--- src/rtl/music_sequencer.sv ---
// music_sequencer: plays one of four hard-coded melodies as a square wave.
// The one-hot `music` select picks the song; any change of the select restarts
// playback from note 0 (or parks the block in IDLE if the select is not one-hot).
// INIT and PLAY loop forever; WIN and LOSS play once and then hold in DONE.
module music_sequencer #(
    parameter int unsigned CLK_HZ      = 100_000_000,
    parameter int unsigned BEAT_CYCLES = 25_000_000,
    parameter int unsigned GAP_CYCLES  = 2_500_000
) (
    input  logic       clk,
    input  logic       rst,
    input  logic [3:0] music,
    output logic       audio_pwm,
    output logic       audio_sd,
    output logic [3:0] note_idx,
    output logic       playing,
    output logic       song_done
);

    // Tone half-periods in clock cycles, fixed at elaboration.
    localparam int unsigned HALF_C4 = CLK_HZ / (2 * 262);
    localparam int unsigned HALF_D4 = CLK_HZ / (2 * 294);
    localparam int unsigned HALF_E4 = CLK_HZ / (2 * 330);
    localparam int unsigned HALF_F4 = CLK_HZ / (2 * 349);
    localparam int unsigned HALF_G4 = CLK_HZ / (2 * 392);
    localparam int unsigned HALF_A4 = CLK_HZ / (2 * 440);
    localparam int unsigned HALF_B4 = CLK_HZ / (2 * 494);
    localparam int unsigned HALF_C5 = CLK_HZ / (2 * 523);

    // C4 is the lowest note, so it sets the tone counter width.
    localparam int unsigned BEAT_W = (BEAT_CYCLES > 1) ? $clog2(BEAT_CYCLES) : 1;
    localparam int unsigned TONE_W = (HALF_C4 > 1) ? $clog2(HALF_C4) : 1;

    // Last beat count of a note, and the last count before the silent gap.
    localparam logic [BEAT_W-1:0] BEAT_LAST = BEAT_W'(BEAT_CYCLES - 1);
    localparam logic [BEAT_W-1:0] GAP_LAST  = BEAT_W'(BEAT_CYCLES - GAP_CYCLES - 1);

    // Melody tables; note codes 1..8 are C4..C5, 0 is a rest.
    localparam logic [3:0] INIT_ROM [8]  = '{4'd1, 4'd3, 4'd5, 4'd8, 4'd5, 4'd3, 4'd1, 4'd0};
    localparam logic [3:0] PLAY_ROM [16] = '{4'd1, 4'd1, 4'd5, 4'd5, 4'd6, 4'd6, 4'd5, 4'd0,
                                             4'd4, 4'd4, 4'd3, 4'd3, 4'd2, 4'd2, 4'd1, 4'd0};
    localparam logic [3:0] WIN_ROM [8]   = '{4'd1, 4'd3, 4'd5, 4'd8, 4'd5, 4'd8, 4'd8, 4'd8};
    localparam logic [3:0] LOSS_ROM [4]  = '{4'd5, 4'd4, 4'd3, 4'd1};

    typedef enum logic [1:0] {
        ST_IDLE,
        ST_PLAY_NOTE,
        ST_DONE
    } state_e;

    typedef enum logic [1:0] {
        SONG_INIT,
        SONG_PLAY,
        SONG_WIN,
        SONG_LOSS
    } song_e;

    // Registered state
    state_e              state_q, state_d;
    song_e               song_q, song_d;
    logic [3:0]          music_q;
    logic [3:0]          note_q, note_d;
    logic [BEAT_W-1:0]   beat_q, beat_d;
    logic [TONE_W-1:0]   tone_q, tone_d;
    logic                pwm_q, pwm_d;
    logic                done_q, done_d;

    // Decoded helpers
    logic                restart;
    logic                sel_valid;
    song_e               sel_song;
    logic [3:0]          cur_note;
    logic [3:0]          last_idx;
    logic                one_shot;
    logic                tone_note;
    logic [TONE_W-1:0]   half_m1;

    assign restart = (music != music_q);

    // Decode the raw select into a song; anything but exactly one-hot is invalid.
    always_comb begin
        sel_valid = 1'b1;
        sel_song  = SONG_INIT;
        case (music)
            4'b0001: sel_song  = SONG_INIT;
            4'b0010: sel_song  = SONG_PLAY;
            4'b0100: sel_song  = SONG_WIN;
            4'b1000: sel_song  = SONG_LOSS;
            default: sel_valid = 1'b0;
        endcase
    end

    // Look up the current note code, the song's last index and its looping mode.
    always_comb begin
        cur_note = 4'd0;
        last_idx = 4'd0;
        one_shot = 1'b0;
        case (song_q)
            SONG_INIT: begin
                cur_note = INIT_ROM[note_q[2:0]];
                last_idx = 4'd7;
            end
            SONG_PLAY: begin
                cur_note = PLAY_ROM[note_q];
                last_idx = 4'd15;
            end
            SONG_WIN: begin
                cur_note = WIN_ROM[note_q[2:0]];
                last_idx = 4'd7;
                one_shot = 1'b1;
            end
            SONG_LOSS: begin
                cur_note = LOSS_ROM[note_q[1:0]];
                last_idx = 4'd3;
                one_shot = 1'b1;
            end
            default: ;
        endcase
    end

    // Map the note code to its half-period minus one; codes outside 1..8 rest.
    always_comb begin
        tone_note = 1'b1;
        half_m1   = '0;
        case (cur_note)
            4'd1:    half_m1 = TONE_W'(HALF_C4 - 1);
            4'd2:    half_m1 = TONE_W'(HALF_D4 - 1);
            4'd3:    half_m1 = TONE_W'(HALF_E4 - 1);
            4'd4:    half_m1 = TONE_W'(HALF_F4 - 1);
            4'd5:    half_m1 = TONE_W'(HALF_G4 - 1);
            4'd6:    half_m1 = TONE_W'(HALF_A4 - 1);
            4'd7:    half_m1 = TONE_W'(HALF_B4 - 1);
            4'd8:    half_m1 = TONE_W'(HALF_C5 - 1);
            default: tone_note = 1'b0;
        endcase
    end

    // Next-state and datapath logic; a restart overrides beat and DONE events.
    always_comb begin
        // NOTE: every output of this block gets a default first, so no path
        // leaves a variable unassigned and no latch is inferred.
        state_d = state_q;
        song_d  = song_q;
        note_d  = note_q;
        beat_d  = beat_q;
        tone_d  = tone_q;
        pwm_d   = pwm_q;
        done_d  = 1'b0;

        if (restart) begin
            note_d = 4'd0;
            beat_d = '0;
            tone_d = '0;
            pwm_d  = 1'b0;
            if (sel_valid) begin
                state_d = ST_PLAY_NOTE;
                song_d  = sel_song;
            end else begin
                state_d = ST_IDLE;
            end
        end else begin
            case (state_q)
                ST_PLAY_NOTE: begin
                    if (beat_q == BEAT_LAST) begin
                        beat_d = '0;
                        tone_d = '0;
                        pwm_d  = 1'b0;
                        if (note_q != last_idx) begin
                            note_d = note_q + 4'd1;
                        end else if (one_shot) begin
                            state_d = ST_DONE;
                            done_d  = 1'b1;
                        end else begin
                            note_d = 4'd0;
                        end
                    end else begin
                        beat_d = beat_q + BEAT_W'(1);
                        // Look one count ahead so the pin is already low on the
                        // first gap cycle rather than one cycle late.
                        if (!tone_note || (beat_q >= GAP_LAST)) begin
                            tone_d = '0;
                            pwm_d  = 1'b0;
                        end else if (tone_q == half_m1) begin
                            tone_d = '0;
                            pwm_d  = ~pwm_q;
                        end else begin
                            tone_d = tone_q + TONE_W'(1);
                        end
                    end
                end
                default: begin
                    // IDLE and DONE: silent, counters parked, note index held.
                    beat_d = '0;
                    tone_d = '0;
                    pwm_d  = 1'b0;
                end
            endcase
        end
    end

    // State register with synchronous reset; the select is sampled every cycle.
    always_ff @(posedge clk) begin
        // NOTE: non-blocking assignments keep every register updating from the
        // values of the previous cycle, independent of statement order.
        if (rst) begin
            state_q <= ST_IDLE;
            song_q  <= SONG_INIT;
            music_q <= 4'b0000;
            note_q  <= 4'd0;
            beat_q  <= '0;
            tone_q  <= '0;
            pwm_q   <= 1'b0;
            done_q  <= 1'b0;
        end else begin
            state_q <= state_d;
            song_q  <= song_d;
            music_q <= music;
            note_q  <= note_d;
            beat_q  <= beat_d;
            tone_q  <= tone_d;
            pwm_q   <= pwm_d;
            done_q  <= done_d;
        end
    end

    assign audio_pwm = pwm_q;
    assign playing   = (state_q == ST_PLAY_NOTE);
    assign audio_sd  = playing;
    assign note_idx  = note_q;
    assign song_done = done_q;

endmodule

--- config.mk ---
export PLATFORM = sky130hd
export DESIGN_NAME = music_sequencer
export DESIGN_NICKNAME = d
export VERILOG_FILES = /design/src/rtl/music_sequencer.sv
export SDC_FILE = /design/constraint.sdc
export NUM_CORES = 1
export LEC_CHECK = 0
export ABC_AREA = 1
export ABC_CLOCK_PERIOD_IN_PS = 3300
export CAP_MARGIN = 20
export CORE_UTILIZATION = 55
export CTS_BUF_LIST = sky130_fd_sc_hd__clkbuf_8
export DETAILED_ROUTE_END_ITERATION = 7
export GPL_ROUTABILITY_DRIVEN = 0
export PLACE_DENSITY_LB_ADDON = 0.15
export RECOVER_POWER = 100
export SLEW_MARGIN = 40
export SYNTH_ARGS = -nofsm -noshare
export SYNTH_HDL_FRONTEND = slang
export SYNTH_SLANG_ARGS = --single-unit
--- constraint.sdc ---
create_clock -name clk -period 3.3 [get_ports clk]
set_input_delay 0.825 -clock clk [delete_from_list [all_inputs] [get_ports clk]]
set_output_delay 0.825 -clock clk [all_outputs]
set_load 0.01 [all_outputs]
* Word-level counts from Yosys, hierarchy flattened
Memory sizes are Yosys's and may differ from the RTL's. Index checks and enable logic that the tools add are counted.
Operators by class: add/subtract/negate cells 3, $lt $le $gt $ge 4, bitwise gates (word level) 6, reductions and logical operators 18, equal/unequal tests 22, mux-type cells 25
Operators with widths (count):
- 18-bit one-hot mux with 8 select lines | 1
- 4-bit two-way mux | 10
- 25-bit by 1-bit adder with 25-bit output, second input constant | 1
- 25-bit equality test, second input constant | 1
- 25-bit greater-or-equal comparator, second input constant | 1
- 4-bit by 3-bit equality test with 1-bit output, second input constant | 5
- 18-bit by 1-bit adder with 18-bit output, second input constant | 1
- 18-bit equality test | 1
- 4-bit one-hot mux with 4 select lines | 1
- 4-bit by 2-bit equality test with 1-bit output, second input constant | 3
- 4-bit one-hot mux with 3 select lines | 1
- 2-bit two-way mux | 5
- 5-bit OR reduction | 2
- 4-bit binary-select mux with 2-bit select | 1
- 4-bit by 1-bit equality test with 1-bit output, second input constant | 2
- 4-bit equality test, second input constant | 2
- 4-bit inequality test | 2
- 4-bit OR reduction | 2
- 8-bit OR reduction | 1
- 2-bit one-hot mux with 3 select lines | 1
- 2-bit nonzero test | 3
- 2-bit OR reduction | 3
- 6-bit OR reduction | 1
- 5-bit greater-or-equal comparator, second input constant | 1
- 18 further kinds | 26
Word-level totals: logic and storage cells 89, output and inout port bits 8, memories kept 3, bits in registers 57, input bits 6, bits in read-only memories 128
Memory list:
- (name not given) | depth 16, width 4, rd ports 1, clocked after Yosys merged registers in 0, write ports 0, RTL line 104 | cur_note = PLAY_ROM[note_q];
- (name not given) | depth 8, width 4, rd ports 1, clocked after Yosys merged registers in 0, write ports 0, RTL line 108 | cur_note = WIN_ROM[note_q[2:0]];
- (name not given) | depth 8, width 4, rd ports 1, clocked after Yosys merged registers in 0, write ports 0, RTL line 100 | cur_note = INIT_ROM[note_q[2:0]];

* Longest topological paths before layout
word-level depth 11, mapped depth 21, depth with buffers taken out 21

* Worst setup path before layout
OpenSTA, ideal clock, no wires.
path kind flip-flop to flip-flop, from register note_q[1] (netlist: note_idx[1]), to register tone_q[3], library setup time 120 ps, stages on the path, launching flop included 17, buffers on the path 1, arrival 2540 ps, slack 640 ps, cell sequence dfxtp_1 -> inv_1 -> ha_1 -> nor2_1 -> nor2_2 -> a21oi_4 -> nand3_1 -> inv_1 -> nand2_1 -> nand2_1 -> xnor2_1 -> nand2_1 -> nor2_2 -> nand4_2 -> nand2_4 -> buf_12 -> nor2_4
Between the ends: word-level cells in the longest chain between the ends 11
RTL lines:
- start: declaration | RTL line 62 | logic [3:0] note_q, note_d;
- start signal: assignment | RTL line 218 | note_q <= note_d;
- 4-bit inverter with 5-bit output (implied by the code) (tied with other cells) | RTL line 104
- memory 16 x 4 bit (tied with other cells)
- 4-bit two-way mux (on tied branches) (2 in a row)
- 4-bit one-hot mux with 4 select lines * | RTL line 98 | case (song_q)
- branches (longest 5 deep; another with 18-bit one-hot mux with 8 select lines)
- 6-bit OR reduction (no source line) *
- end signal: assignment | RTL line 220 | tone_q <= tone_d;
- end: declaration | RTL line 64 | logic [TONE_W-1:0] tone_q, tone_d;
Mark *: on every way between the ends. The select of a mux whose other input is x is not followed. A chain may end at the register's enable or synchronous reset.

* Worst setup path after layout
from input music[3], to register tone_q[7]
Between the ends: word-level cells in the longest chain between the ends 2
RTL lines:
- start: declaration | RTL line 12 | input logic [3:0] music,
- 4-bit inequality test | RTL line 78 | assign restart = (music != music_q);
- 6-bit OR reduction (no source line)
No other way between the ends.

==> results.md <==
* Routed len/inst at 12.65 microns
* Simple-Gate Fraction of Synth Area at 39.97%
* Die Wd at 85.12 microns
* Die height at 85.12 microns
* Tcrit/Tclk final at 91.04%
* RSZ-0062 raised after global routing: false
* Crit. End Element: flop
* YS warnings at 0
* Largest net degree at the start of global routing at 19
* DP Worst Slack at 0.2001 ns
* HP Class: flop to flop
* Crit path largest cell delay at 0.62 ns
* CTS tree: yes
* Clock-pin slew on the worst setup and hold paths at 0.06 ns
* Worst Tran Pin Value at 0.7667 ns
* Cell Rows at 29
* Num CTS Buffers at 9
* CP bufs+invs at 2
* Crit Path Category: primary input to flop
* Met3 Use GR at 7.004%
* Crit-path cells: clkdlybuf4s50_1 -> xor2_1 -> nor2_1 -> nand2_1 -> nor2_1 -> nand3_2 -> clkinv_1 -> nand3_1 -> a211oi_2 -> nand2_8 -> nor2_4
* CORE AREA at 6495 sq um
* Peak supply drop at 297.3 uV
* Met1 usage at 28.21%
* Fmax at 332.9 MHz
* First-pass detailed-route iteration total at 4
* Predominant post-synthesis flop cell: dfxtp_1
* Port Buf Inserts at 13
* Antenna violations before repair at 0
* Num ports at 14
* Yosys cell types at 43
* Post-synth EDFFs at 0
* First-pass GRT wire length at 13.86 mm
* Via Count at 3,448
* Crit path time final at 3.004 ns
* Seq/Total Area, Yosys at 30.03%
* Post-layout util at 64.50%
* Non-Filler Instances at 641
* Adder-cell share of the synthesized area at 4.610%
* Top delay family on crit path: simple AND/OR/NAND/NOR gates
* Die area at 7245 sq um
* Starting Density at 58.51%
* Post-route ant nets at 0
* FFs w/ async S/R, synth at 0%
* Met2 Track Usage GR at 42.08%
* Avg Inst Size Synth at 7.037 sq um
* Pwr Density at 344.6 nW/um^2
* Fillers at 598
* Post-Route Skew at 0.008412 ns
* Share of cells above drive strength 1 at 11.88%
* Synth top area cells: dfxtp_1, nand2_1, inv_1
* P_leak at 1.611 nW
* Residual DRC at 0
* Crit Path Max Fanout at 10
* Fin. max-slew vios at 0
* NumNets Final at 579
* N_diodes at 0
* Slowest stage cell, crit path: a211oi_2
* Post-synth top area cell: dfxtp_1
* Vias per cell at 5.379
* CP required at 3.58 ns
* Mux cell area share after synthesis at 0%
* Clock sink total at 57
* 1st-iter DRT viols at 169
* H-tree levels at 3
* Setup TNS at 0 ns
* Status: completed
* Placed Instances at 624
* Cts hold-fix bufs at 0
* #FFs+latches synth at 57
* Synthesized area at 3800 sq um
* Endpoints failing setup at 0
* Bufs on Longest Clock Path at 2
* Final global-route overflow total at 0
* Most used cell along the critical path: nor2_1
* CTS root buf: clkbuf_8
* Worst setup margin at 0.2957 ns
* Vias in the first global route at 3,269
* Max_cap viols at 0
* Hold_ws at 0.4421 ns
* Gr busiest metal: met2
* Syn_nets at 560
* Synth Area in XOR/XNOR at 6.684%
* Overall Global Routing Usage at 24.09%
* Post-DP HPWL at 6.154 mm
* CP arrival at 3.28 ns
* CP startpoint kind: primary input
* Total wire length at 8.106 mm
* Largest family of logic cells by synthesized area: simple AND/OR/NAND/NOR gates
* Final hold violation count at 0
* P&R area growth vs syn at 10.24%
* Yosys top cell area share at 30.03%
* Worst skew pair latency at 0.34 ns
* Compound-gate portion of the synthesized area at 8.429%
* Cells after Synth at 540
* Relative slew slack at 48.79%
-- cell usage after synthesis, drive strengths merged (4+ instances only) --
library cell   n
nand2         99
inv           84
nor2          84
nand3         59
dfxtp         57
xor2          26
a21oi         22
nand4         20
nor3          19
o21ai         17
ha            14
nor4           7
a211oi         5
clkbuf         5
o21a           5
buf            4
-- path summary, 6_finish.rpt --
path | startpoint | to | slack [ns] | cells after the start
worst min-delay path | beat_q[0] | beat_q[0] | 0.44 | 1
worst min register to register | beat_q[0] | beat_q[0] | 0.44 | 1
worst max register to register | note_idx[0] | tone_q[6] | 0.31 | 17
worst max-delay path | music[3] | tone_q[7] | 0.30 | 11
-- registers in the layout (all words and copies together) (netlist names) --
name       flops
audio_pwm      1
beat_q        25
music_q        4
note_idx       4
song_done      1
song_q         2
state_q        2
tone_q        18
-- routing by layer --
layer / part of all wire [%] / vias to the layer above
li1: - / 1792
met1: 46 / 1576
met3: 3.6 / 16
met4: 1.7 / 0
met2: 49 / 64
met5: 0 / -
-- power by group --
part / total, W / switching, W / internal [W]
combinational: 0.000122 / 0.0000789 / 0.0000432
sequential: 0.000697 / 0.00000393 / 0.000693
clock: 0.000624 / 0.000266 / 0.000358
total: 0.00144 / 0.000349 / 0.00109
-- worst register-to-register path: cells and delay by family (launching register included) --
family / cells / cell delay, ns
simple gates: 11 / 1.37
flops: 1 / 0.51
fa+ha+maj: 2 / 0.48
compound gates: 1 / 0.31
buf+inv: 3 / 0.20
-- area by class of cell --
cell class | instances | area [sq um] | area share, %
timing repair buffer | 16 | 145.1 | 3.465
clock inverter | 6 | 51.30 | 1.225
tap | 77 | 96.34 | 2.300
clock buffer | 10 | 137.6 | 3.286
inverter | 85 | 321.6 | 7.676
multi-input combinational | 390 | 2296 | 54.81
sequential | 57 | 1141 | 27.24
-- cell families after synthesis --
kind of cell,count (synthesis)
adder cells (fa/ha/maj),14
XOR/XNOR,29
buffers and inverters,94
flip-flops,57
AO/OA/AOI/OAI,53
AND/OR/NAND/NOR,293
-- cells in the final DEF, fill, tap and decap left out, drive strengths merged, types with 9 or more instances in the layout --
cell type / n
nor3: 19
nand2: 100
a21oi: 22
xor2: 26
dfxtp: 57
o21ai: 17
clkbuf: 12
inv: 87
nand4: 20
nor2: 84
ha: 14
dlygate4sd3: 9
nand3: 59
-- what timing repair did --
item / CTS / global route
setup buffers: 0 / 0
gates resized for setup: 0 / 5
setup endpoints to repair: 0 / 18
-- per-stage QoR --
step,total power [W],area (sq um)
finish,0.001443,4189
global route,0.001513,4189
CTS,0.001461,4169
detailed placement,0.0008328,3980
global placement,0.0008304,3980
floorplan,0.0008042,3800
Power figures use the tool's default switching activity.
